===== src/rtl/acc_req_arbiter.sv =====
// acc_req_arbiter
// Round-robin arbiter that multiplexes NumReq accelerator request channels onto
// one accelerator port. Each requester has an outstanding-response limit. The
// grant index is prepended to the request ID, and responses are routed back
// using that index.
// Optional feature macro: ACC_REQ_ARBITER_RSP_CUT_EN. When it is defined, the
// routed response goes through a 2-entry spill register: one cycle of latency,
// full throughput, and mst_p_ready_o comes from register state only.
module acc_req_arbiter #(
   parameter int NumReq         = 4,
   parameter int DataWidth      = 32,
   parameter int AddrWidth      = 3,
   parameter int IdWidth        = 4,
   parameter int MaxOutstanding = 4,
   parameter int IdxW           = (NumReq > 1) ? $clog2(NumReq) : 1,
   parameter int OutIdW         = IdWidth + IdxW
) (
   input  logic                           clk_i,
   input  logic                           rst_i,
   // requester-side request channels
   input  logic [NumReq*AddrWidth-1:0]    slv_q_addr_i,
   input  logic [NumReq*32-1:0]           slv_q_data_op_i,
   input  logic [NumReq*DataWidth-1:0]    slv_q_data_arga_i,
   input  logic [NumReq*DataWidth-1:0]    slv_q_data_argb_i,
   input  logic [NumReq*DataWidth-1:0]    slv_q_data_argc_i,
   input  logic [NumReq*IdWidth-1:0]      slv_q_id_i,
   input  logic [NumReq-1:0]              slv_q_wb_i,
   input  logic [NumReq-1:0]              slv_q_valid_i,
   output logic [NumReq-1:0]              slv_q_ready_o,
   // requester-side response channels
   output logic [NumReq*DataWidth-1:0]    slv_p_data0_o,
   output logic [NumReq*DataWidth-1:0]    slv_p_data1_o,
   output logic [NumReq-1:0]              slv_p_dual_writeback_o,
   output logic [NumReq*IdWidth-1:0]      slv_p_id_o,
   output logic [NumReq*5-1:0]            slv_p_rd_o,
   output logic [NumReq-1:0]              slv_p_error_o,
   output logic [NumReq-1:0]              slv_p_valid_o,
   input  logic [NumReq-1:0]              slv_p_ready_i,
   // accelerator-side request channel
   output logic [AddrWidth-1:0]           mst_q_addr_o,
   output logic [31:0]                    mst_q_data_op_o,
   output logic [DataWidth-1:0]           mst_q_data_arga_o,
   output logic [DataWidth-1:0]           mst_q_data_argb_o,
   output logic [DataWidth-1:0]           mst_q_data_argc_o,
   output logic [OutIdW-1:0]              mst_q_id_o,
   output logic                           mst_q_valid_o,
   input  logic                           mst_q_ready_i,
   // accelerator-side response channel
   input  logic [DataWidth-1:0]           mst_p_data0_i,
   input  logic [DataWidth-1:0]           mst_p_data1_i,
   input  logic                           mst_p_dual_writeback_i,
   input  logic [OutIdW-1:0]              mst_p_id_i,
   input  logic [4:0]                     mst_p_rd_i,
   input  logic                           mst_p_error_i,
   input  logic                           mst_p_valid_i,
   output logic                           mst_p_ready_o,
   output logic                           rsp_unexpected_o
);

   localparam int CntW  = $clog2(MaxOutstanding + 1);
   localparam int IdxW1 = IdxW + 1;
   localparam logic [CntW-1:0] CntMax = CntW'(MaxOutstanding);

   typedef struct packed {
      logic [DataWidth-1:0] data0;
      logic [DataWidth-1:0] data1;
      logic                 dual;
      logic [IdWidth-1:0]   id;
      logic [4:0]           rd;
      logic                 error;
      logic [IdxW-1:0]      idx;
   } rsp_t;

   // per-requester views of the flat request buses
   logic [AddrWidth-1:0] q_addr [NumReq];
   logic [31:0]          q_op   [NumReq];
   logic [DataWidth-1:0] q_arga [NumReq];
   logic [DataWidth-1:0] q_argb [NumReq];
   logic [DataWidth-1:0] q_argc [NumReq];
   logic [IdWidth-1:0]   q_id   [NumReq];

   // arbitration state
   logic [IdxW-1:0]  ptr_q, ptr_d;
   logic             lock_q, lock_d;
   logic [IdxW-1:0]  lock_idx_q, lock_idx_d;
   logic [CntW-1:0]  cnt_q [NumReq];
   logic [CntW-1:0]  cnt_d [NumReq];

   logic [NumReq-1:0] eligible;
   logic [NumReq-1:0] cnt_inc, cnt_dec, cnt_zero;
   logic [IdxW-1:0]   grant_idx;
   logic              grant_valid;
   logic [IdxW1-1:0]  cand;
   logic              q_hs;

   // response path
   rsp_t              in_rsp, out_rsp;
   logic [NumReq-1:0] in_oh, out_oh;
   logic              in_bad;
   logic              out_valid, out_ready;
   logic              acc_hs;

   for (genvar gi = 0; gi < NumReq; gi++) begin : g_req
      assign q_addr[gi] = slv_q_addr_i[gi*AddrWidth +: AddrWidth];
      assign q_op[gi]   = slv_q_data_op_i[gi*32 +: 32];
      assign q_arga[gi] = slv_q_data_arga_i[gi*DataWidth +: DataWidth];
      assign q_argb[gi] = slv_q_data_argb_i[gi*DataWidth +: DataWidth];
      assign q_argc[gi] = slv_q_data_argc_i[gi*DataWidth +: DataWidth];
      assign q_id[gi]   = slv_q_id_i[gi*IdWidth +: IdWidth];

      // A write-back request is held off once its requester has the maximum
      // number of responses pending.
      assign eligible[gi] = slv_q_valid_i[gi] && !(slv_q_wb_i[gi] && (cnt_q[gi] == CntMax));

      assign slv_q_ready_o[gi] = !rst_i && grant_valid && (grant_idx == IdxW'(gi)) && mst_q_ready_i;

      // Outstanding counter: increment and decrement in the same cycle cancel,
      // and the decrement saturates at zero (unexpected responses).
      assign cnt_zero[gi] = (cnt_q[gi] == '0);
      assign cnt_inc[gi]  = q_hs && (grant_idx == IdxW'(gi)) && slv_q_wb_i[gi];
      assign cnt_dec[gi]  = acc_hs && in_oh[gi];
      assign cnt_d[gi]    = (cnt_inc[gi] && !cnt_dec[gi]) ? cnt_q[gi] + CntW'(1) :
                            (cnt_dec[gi] && !cnt_inc[gi] && !cnt_zero[gi]) ? cnt_q[gi] - CntW'(1) :
                            cnt_q[gi];

      // response decode: one-hot on the index field, at the accelerator side and at the output
      assign in_oh[gi]  = (in_rsp.idx == IdxW'(gi));
      assign out_oh[gi] = (out_rsp.idx == IdxW'(gi));

      assign slv_p_valid_o[gi]                          = !rst_i && out_valid && out_oh[gi];
      assign slv_p_data0_o[gi*DataWidth +: DataWidth]   = out_rsp.data0;
      assign slv_p_data1_o[gi*DataWidth +: DataWidth]   = out_rsp.data1;
      assign slv_p_dual_writeback_o[gi]                 = out_rsp.dual;
      assign slv_p_id_o[gi*IdWidth +: IdWidth]          = out_rsp.id;
      assign slv_p_rd_o[gi*5 +: 5]                      = out_rsp.rd;
      assign slv_p_error_o[gi]                          = out_rsp.error;
   end

   // Round-robin search from the pointer; a locked grant overrides the search.
   always_comb begin
      grant_idx   = lock_idx_q;
      grant_valid = 1'b0;
      cand        = '0;
      if (lock_q) begin
         grant_valid = eligible[lock_idx_q];
      end else begin
         for (int k = 0; k < NumReq; k++) begin
            cand = {1'b0, ptr_q} + IdxW1'(k);
            if (cand >= IdxW1'(NumReq)) begin
               cand = cand - IdxW1'(NumReq);
            end
            if (!grant_valid && eligible[cand[IdxW-1:0]]) begin
               grant_valid = 1'b1;
               grant_idx   = cand[IdxW-1:0];
            end
         end
      end
   end

   assign mst_q_valid_o     = !rst_i && grant_valid;
   assign mst_q_addr_o      = q_addr[grant_idx];
   assign mst_q_data_op_o   = q_op[grant_idx];
   assign mst_q_data_arga_o = q_arga[grant_idx];
   assign mst_q_data_argb_o = q_argb[grant_idx];
   assign mst_q_data_argc_o = q_argc[grant_idx];
   assign mst_q_id_o        = {grant_idx, q_id[grant_idx]};
   assign q_hs              = mst_q_valid_o && mst_q_ready_i;

   // Next-state for the pointer and the lock that keeps a stalled request stable.
   always_comb begin
      ptr_d      = ptr_q;
      lock_d     = mst_q_valid_o && !mst_q_ready_i;
      lock_idx_d = grant_idx;
      if (q_hs) begin
         if (grant_idx == IdxW'(NumReq - 1)) begin
            ptr_d = '0;
         end else begin
            ptr_d = grant_idx + IdxW'(1);
         end
      end
   end

   // Arbitration and outstanding-counter state registers.
   always_ff @(posedge clk_i) begin
      if (rst_i) begin
         ptr_q      <= '0;
         lock_q     <= 1'b0;
         lock_idx_q <= '0;
         for (int i = 0; i < NumReq; i++) begin
            cnt_q[i] <= '0;
         end
      end else begin
         ptr_q      <= ptr_d;
         lock_q     <= lock_d;
         lock_idx_q <= lock_idx_d;
         for (int i = 0; i < NumReq; i++) begin
            cnt_q[i] <= cnt_d[i];
         end
      end
   end

   assign in_rsp = '{data0: mst_p_data0_i,
                     data1: mst_p_data1_i,
                     dual:  mst_p_dual_writeback_i,
                     id:    mst_p_id_i[IdWidth-1:0],
                     rd:    mst_p_rd_i,
                     error: mst_p_error_i,
                     idx:   mst_p_id_i[OutIdW-1 -: IdxW]};

   // An index that matches no requester (possible when NumReq is not a power of two)
   assign in_bad    = ~|in_oh;
   assign out_ready = |(slv_p_ready_i & out_oh);
   assign acc_hs    = mst_p_valid_i && mst_p_ready_o;

   // Pulse when a response is consumed that nobody was waiting for.
   assign rsp_unexpected_o = acc_hs && (in_bad || |(in_oh & cnt_zero));

`ifdef ACC_REQ_ARBITER_RSP_CUT_EN
   rsp_t       sp_mem_q [2];
   logic       sp_wr_q, sp_wr_d;
   logic       sp_rd_q, sp_rd_d;
   logic [1:0] sp_cnt_q, sp_cnt_d;
   logic       sp_push, sp_pop;

   // Misrouted responses are dropped at the input and never occupy an entry.
   assign mst_p_ready_o = !rst_i && (sp_cnt_q != 2'd2);
   assign sp_push       = acc_hs && !in_bad;
   assign out_valid     = (sp_cnt_q != 2'd0);
   assign out_rsp       = sp_mem_q[sp_rd_q];
   assign sp_pop        = out_valid && out_ready;

   // Spill register pointer and occupancy next-state.
   always_comb begin
      sp_wr_d  = sp_wr_q ^ sp_push;
      sp_rd_d  = sp_rd_q ^ sp_pop;
      sp_cnt_d = sp_cnt_q + {1'b0, sp_push} - {1'b0, sp_pop};
   end

   // Spill register control state; it is empty after reset.
   always_ff @(posedge clk_i) begin
      if (rst_i) begin
         sp_wr_q  <= 1'b0;
         sp_rd_q  <= 1'b0;
         sp_cnt_q <= 2'd0;
      end else begin
         sp_wr_q  <= sp_wr_d;
         sp_rd_q  <= sp_rd_d;
         sp_cnt_q <= sp_cnt_d;
      end
   end

   // Spill register storage, written on an accepted, routable response.
   always_ff @(posedge clk_i) begin
      if (sp_push) begin
         sp_mem_q[sp_wr_q] <= in_rsp;
      end
   end
`else
   // Combinational routing: misrouted responses are consumed immediately.
   assign mst_p_ready_o = !rst_i && (in_bad || out_ready);
   assign out_valid     = mst_p_valid_i && !in_bad;
   assign out_rsp       = in_rsp;
`endif

endmodule

===== config.mk =====
export PLATFORM = sky130hd
export DESIGN_NAME = acc_req_arbiter
export DESIGN_NICKNAME = d
export VERILOG_FILES = /design/src/rtl/acc_req_arbiter.sv
export SDC_FILE = /design/constraint.sdc
export NUM_CORES = 1
export LEC_CHECK = 0
export BUFFER_PORTS_ARGS = -buffer_cell sky130_fd_sc_hd__buf_2
export CAP_MARGIN = 0
export CORE_AREA = 10 10 416 418
export DETAILED_ROUTE_END_ITERATION = 10
export DIE_AREA = 0 0 426 428
export GPL_TIMING_DRIVEN = 0
export PLACE_DENSITY_LB_ADDON = 0.05
export SYNTH_ARGS = -nofsm -noshare
export SYNTH_HDL_FRONTEND = slang
export SYNTH_SLANG_ARGS = --single-unit

===== constraint.sdc =====
create_clock -name clk_i -period 4.1 [get_ports clk_i]
set_clock_uncertainty 0.2 [all_clocks]
set_input_delay 0.41 -clock clk_i [delete_from_list [all_inputs] [get_ports clk_i]]
set_output_delay 0.41 -clock clk_i [all_outputs]
set_load 0.03 [all_outputs]

==> flow_summary.yaml <==
run_status:
  status: "completed"
clocking:
  hold_buffers: 0
  cts-root-buf: "clkbuf_16"
  clock_latency_ns: 0.26
  cts_tree: "done"
  htreeDepth: 1
  clock_path_buffers: 2
  cts-buffers-inserted: 3
  clk_pin_slew_ns: 0.06
  clock_sinks: 17
worst_setup_path:
  critPathTopFamily: "compound AO/OA/AOI/OAI gates"
  crit_buf_inv: 5
  crit_required_ns: 3.49
  crit_chain: "nand4bb_4 -> a22oi_2 -> nor4b_1 -> a311oi_2 -> o221ai_4 -> buf_12 -> inv_6 -> buf_12 -> clkbuf_4 -> nand2_1 -> and3_1 -> a31oi_2 -> clkbuf_4"
  worst_path_largest_cell_delay_ns: 0.35
  cp_max_fo: 11
  worst_setup_path_end_kind: "primary output"
  crit_slowest_cell: "dfxtp_2"
  worstPathArrival_ns: 3.35
  path_class: "flop to primary output"
  startpoint_type: "flop"
drt:
  drt_wl_total_mm: 106
  drt_first_pass_iters: 4
  first_iter_violations: 445
  avgRoutedWirePerCell_um: 23.0
  num_vias: 13200
  drtAntennaViolNets: 0
  drc: 0
  via_per_inst: 2.86
placement:
  numPortBuffers: 1005
  pre_cts_slack_ns: -1.55
  hpwl_mm: 95.8
  gp_congestion: 0.736
timing:
  setup_slack_ns: 0.138
  max_freq_mhz: 252
  slew_violations: 0
  fin_crit_sh_pct: 96.6
  rsz0062_at_grt: "true"
  slew_headroom_pct: 51.0
  tns_ns: 0
  worst_hold_slack_ns: 0.121
  hold_viol_final: 0
  setup_violations: 0
  period_needed_ns: 3.96
  worst_slew_pin_slew_ns: 0.736
floorplan:
  die_h_um: 428
  die_x_um: 426
  start_util_pct: 4.81
  dieArea_um2: 182000
  ios: 1081
  rows: 149
  core_area_um2: 164000
power_and_ir_drop:
  pwr-share-clk_pct: 3.9
  p_leak_nw: 8.48
  power.share.sequential_pct: 3.6
  peakVddDrop_mv: 0.123
  p_sw_mw: 3.57
  power_frac_comb_pct: 92.5
  sw_frac_of_total_pct: 64.4
  p_int_mw: 1.97
  pwr_density_cell_nw_per_um2: 336
grt:
  grt-ovfl-total: 0
  track_usage_pct: 11.0
  first_global_vias: 14000
  grt_max_degree: 12
  grt_pass1_wl_mm: 138
  grt_antenna_before_repair: 97
synth:
  synth.avg_cell_area_um2: 5.67
  syn_area_um2: 7910
  synth_flop_cell: "dfxtp_1"
  yosysSeqAreaShare_pct: 4.30
  synth.top_cell.area_share_pct: 28.5
  ys_types: 52
  postSynthCellCount: 1396
  synth_edf_count: 0
  synth_nets: 2034
  async_flop_share_pct: 0
  synthTopCellsByArea: "buf_4 28%, nand2_1 27%, a31oi_1 11%, and3_1 11%, dfxtp_1 4.3%"
  ys_ff_latch: 17
  synth_top_cell_by_area: "buf_4"
  yosysWarnings: 0
finish:
  multiInputGateArea_um2: 5110
  syn_to_final_growth_pct: 109
  post-route-util_pct: 10.0
  regArea_um2: 348
  layout.nets: 3051
  layout-drive-gt1-share_pct: 59.4
  fillers: 19700
min_path:
  hp-class: "input pin to flop"
run:
  maxCapViolCount: 0
-- state kept, by name (all words and copies together), names as in the netlist --
signal and flops:
cnt_q 12, lock_idx_q 2, lock_q 1, ptr_q 2
-- synthesized netlist by cell type, drive strengths merged, types with 3 or more instances --
cell type	instances
fa	4
nand3	7
o32ai	3
a21o	3
o211ai	3
clkbuf	71
or3	4
a21oi	8
nor3b	4
o221ai	3
mux2	4
nor2b	3
a22oi	4
dfxtp	17
nor3	5
o21ai	4
buf	325
nand2	564
nand4bb	4
and2	5
xnor2	3
nor2	20
a31oi	139
and3	138
and4bb	3
inv	12
mux2i	8
-- routing by layer --
metal	global-route usage, %	vias to the layer above	share of wire (%)
met4	0.572	58	1.0
met1	11.0	5939	35
met2	22.6	596	57
met3	3.16	166	7.1
li1	-	6428	-
met5	0	-	0.33
-- placed cells by master, fill, tap and decap left out, types with 5 or more instances in the layout --
| cell | n |
|---|---|
| a21oi_1 | 8 |
| a31oi_1 | 125 |
| a31oi_2 | 11 |
| and3_1 | 138 |
| buf_12 | 6 |
| buf_2 | 985 |
| buf_4 | 324 |
| buf_6 | 10 |
| clkbuf_1 | 19 |
| clkbuf_2 | 23 |
| clkbuf_4 | 31 |
| clkbuf_8 | 5 |
| dfxtp_1 | 11 |
| dfxtp_2 | 6 |
| diode_2 | 17 |
| inv_1 | 11 |
| mux2i_1 | 8 |
| nand2_1 | 563 |
| nand3_1 | 7 |
| nor2_1 | 20 |
| nor3_1 | 5 |
-- through the flow --
step	total power [mW]	instances	instance area, um2
after CTS	5.71	4598	16200
after global routing	6.04	4609	16500
final	5.54	4618	16500
after global placement	5.33	4590	15700
after detailed placement	5.27	4590	15700
after floorplan	3.02	1396	7910
-- power groups by stage --
stage	logic, mW	clock network, mW	registers [mW]
2_1_floorplan	2.83	0	0.194
3_3_place_gp	5.13	0	0.203
3_5_place_dp	5.07	0	0.201
4_1_cts	5.28	0.232	0.199
5_1_grt	5.60	0.233	0.203
6_report	5.13	0.214	0.200
-- path summary, 6_finish.rpt --
kind / start / endpoint / slack (ns) / cells past startpoint
hold / removal: mst_q_ready_i / lock_q / 0.12 / 2
setup reg to reg: cnt_q[0][0] / cnt_q[3][2] / 0.21 / 16
hold reg to reg: cnt_q[0][0] / cnt_q[0][0] / 0.32 / 2
setup / recovery: cnt_q[0][0] / mst_q_data_arga_o[9] / 0.14 / 13
-- cell families after synthesis --
kind of cell             count (synthesis)  share of synthesized area [%]
buffers and inverters                  408                           33.9
XOR/XNOR                                 3                          0.332
flip-flops                              17                           4.30
AO/OA/AOI/OAI                          183                           15.3
multiplexers                            14                           2.15
adder cells (fa/ha/maj)                  5                           1.17
AND/OR/NAND/NOR                        766                           42.8
-- cell type report --
cell class | instances | share of cell area, %
Antenna cell | 17 | 0.257
Buffer | 395 | 18.0
Clock buffer | 4 | 0.477
Inverter | 12 | 0.303
Multi-Input combinational cell | 971 | 30.9
Sequential cell | 17 | 2.11
Tap cell | 2189 | 16.6
Timing Repair Buffer | 1013 | 31.4
-- repair_timing --
item	4_1_cts	5_1_grt
cloned	0	0
gates resized for setup	145	80
endpoints found under the setup margin	146	103
pin swaps	2	4
buffers inserted	5	3
Note: power is estimated with default switching activity, not from simulation.
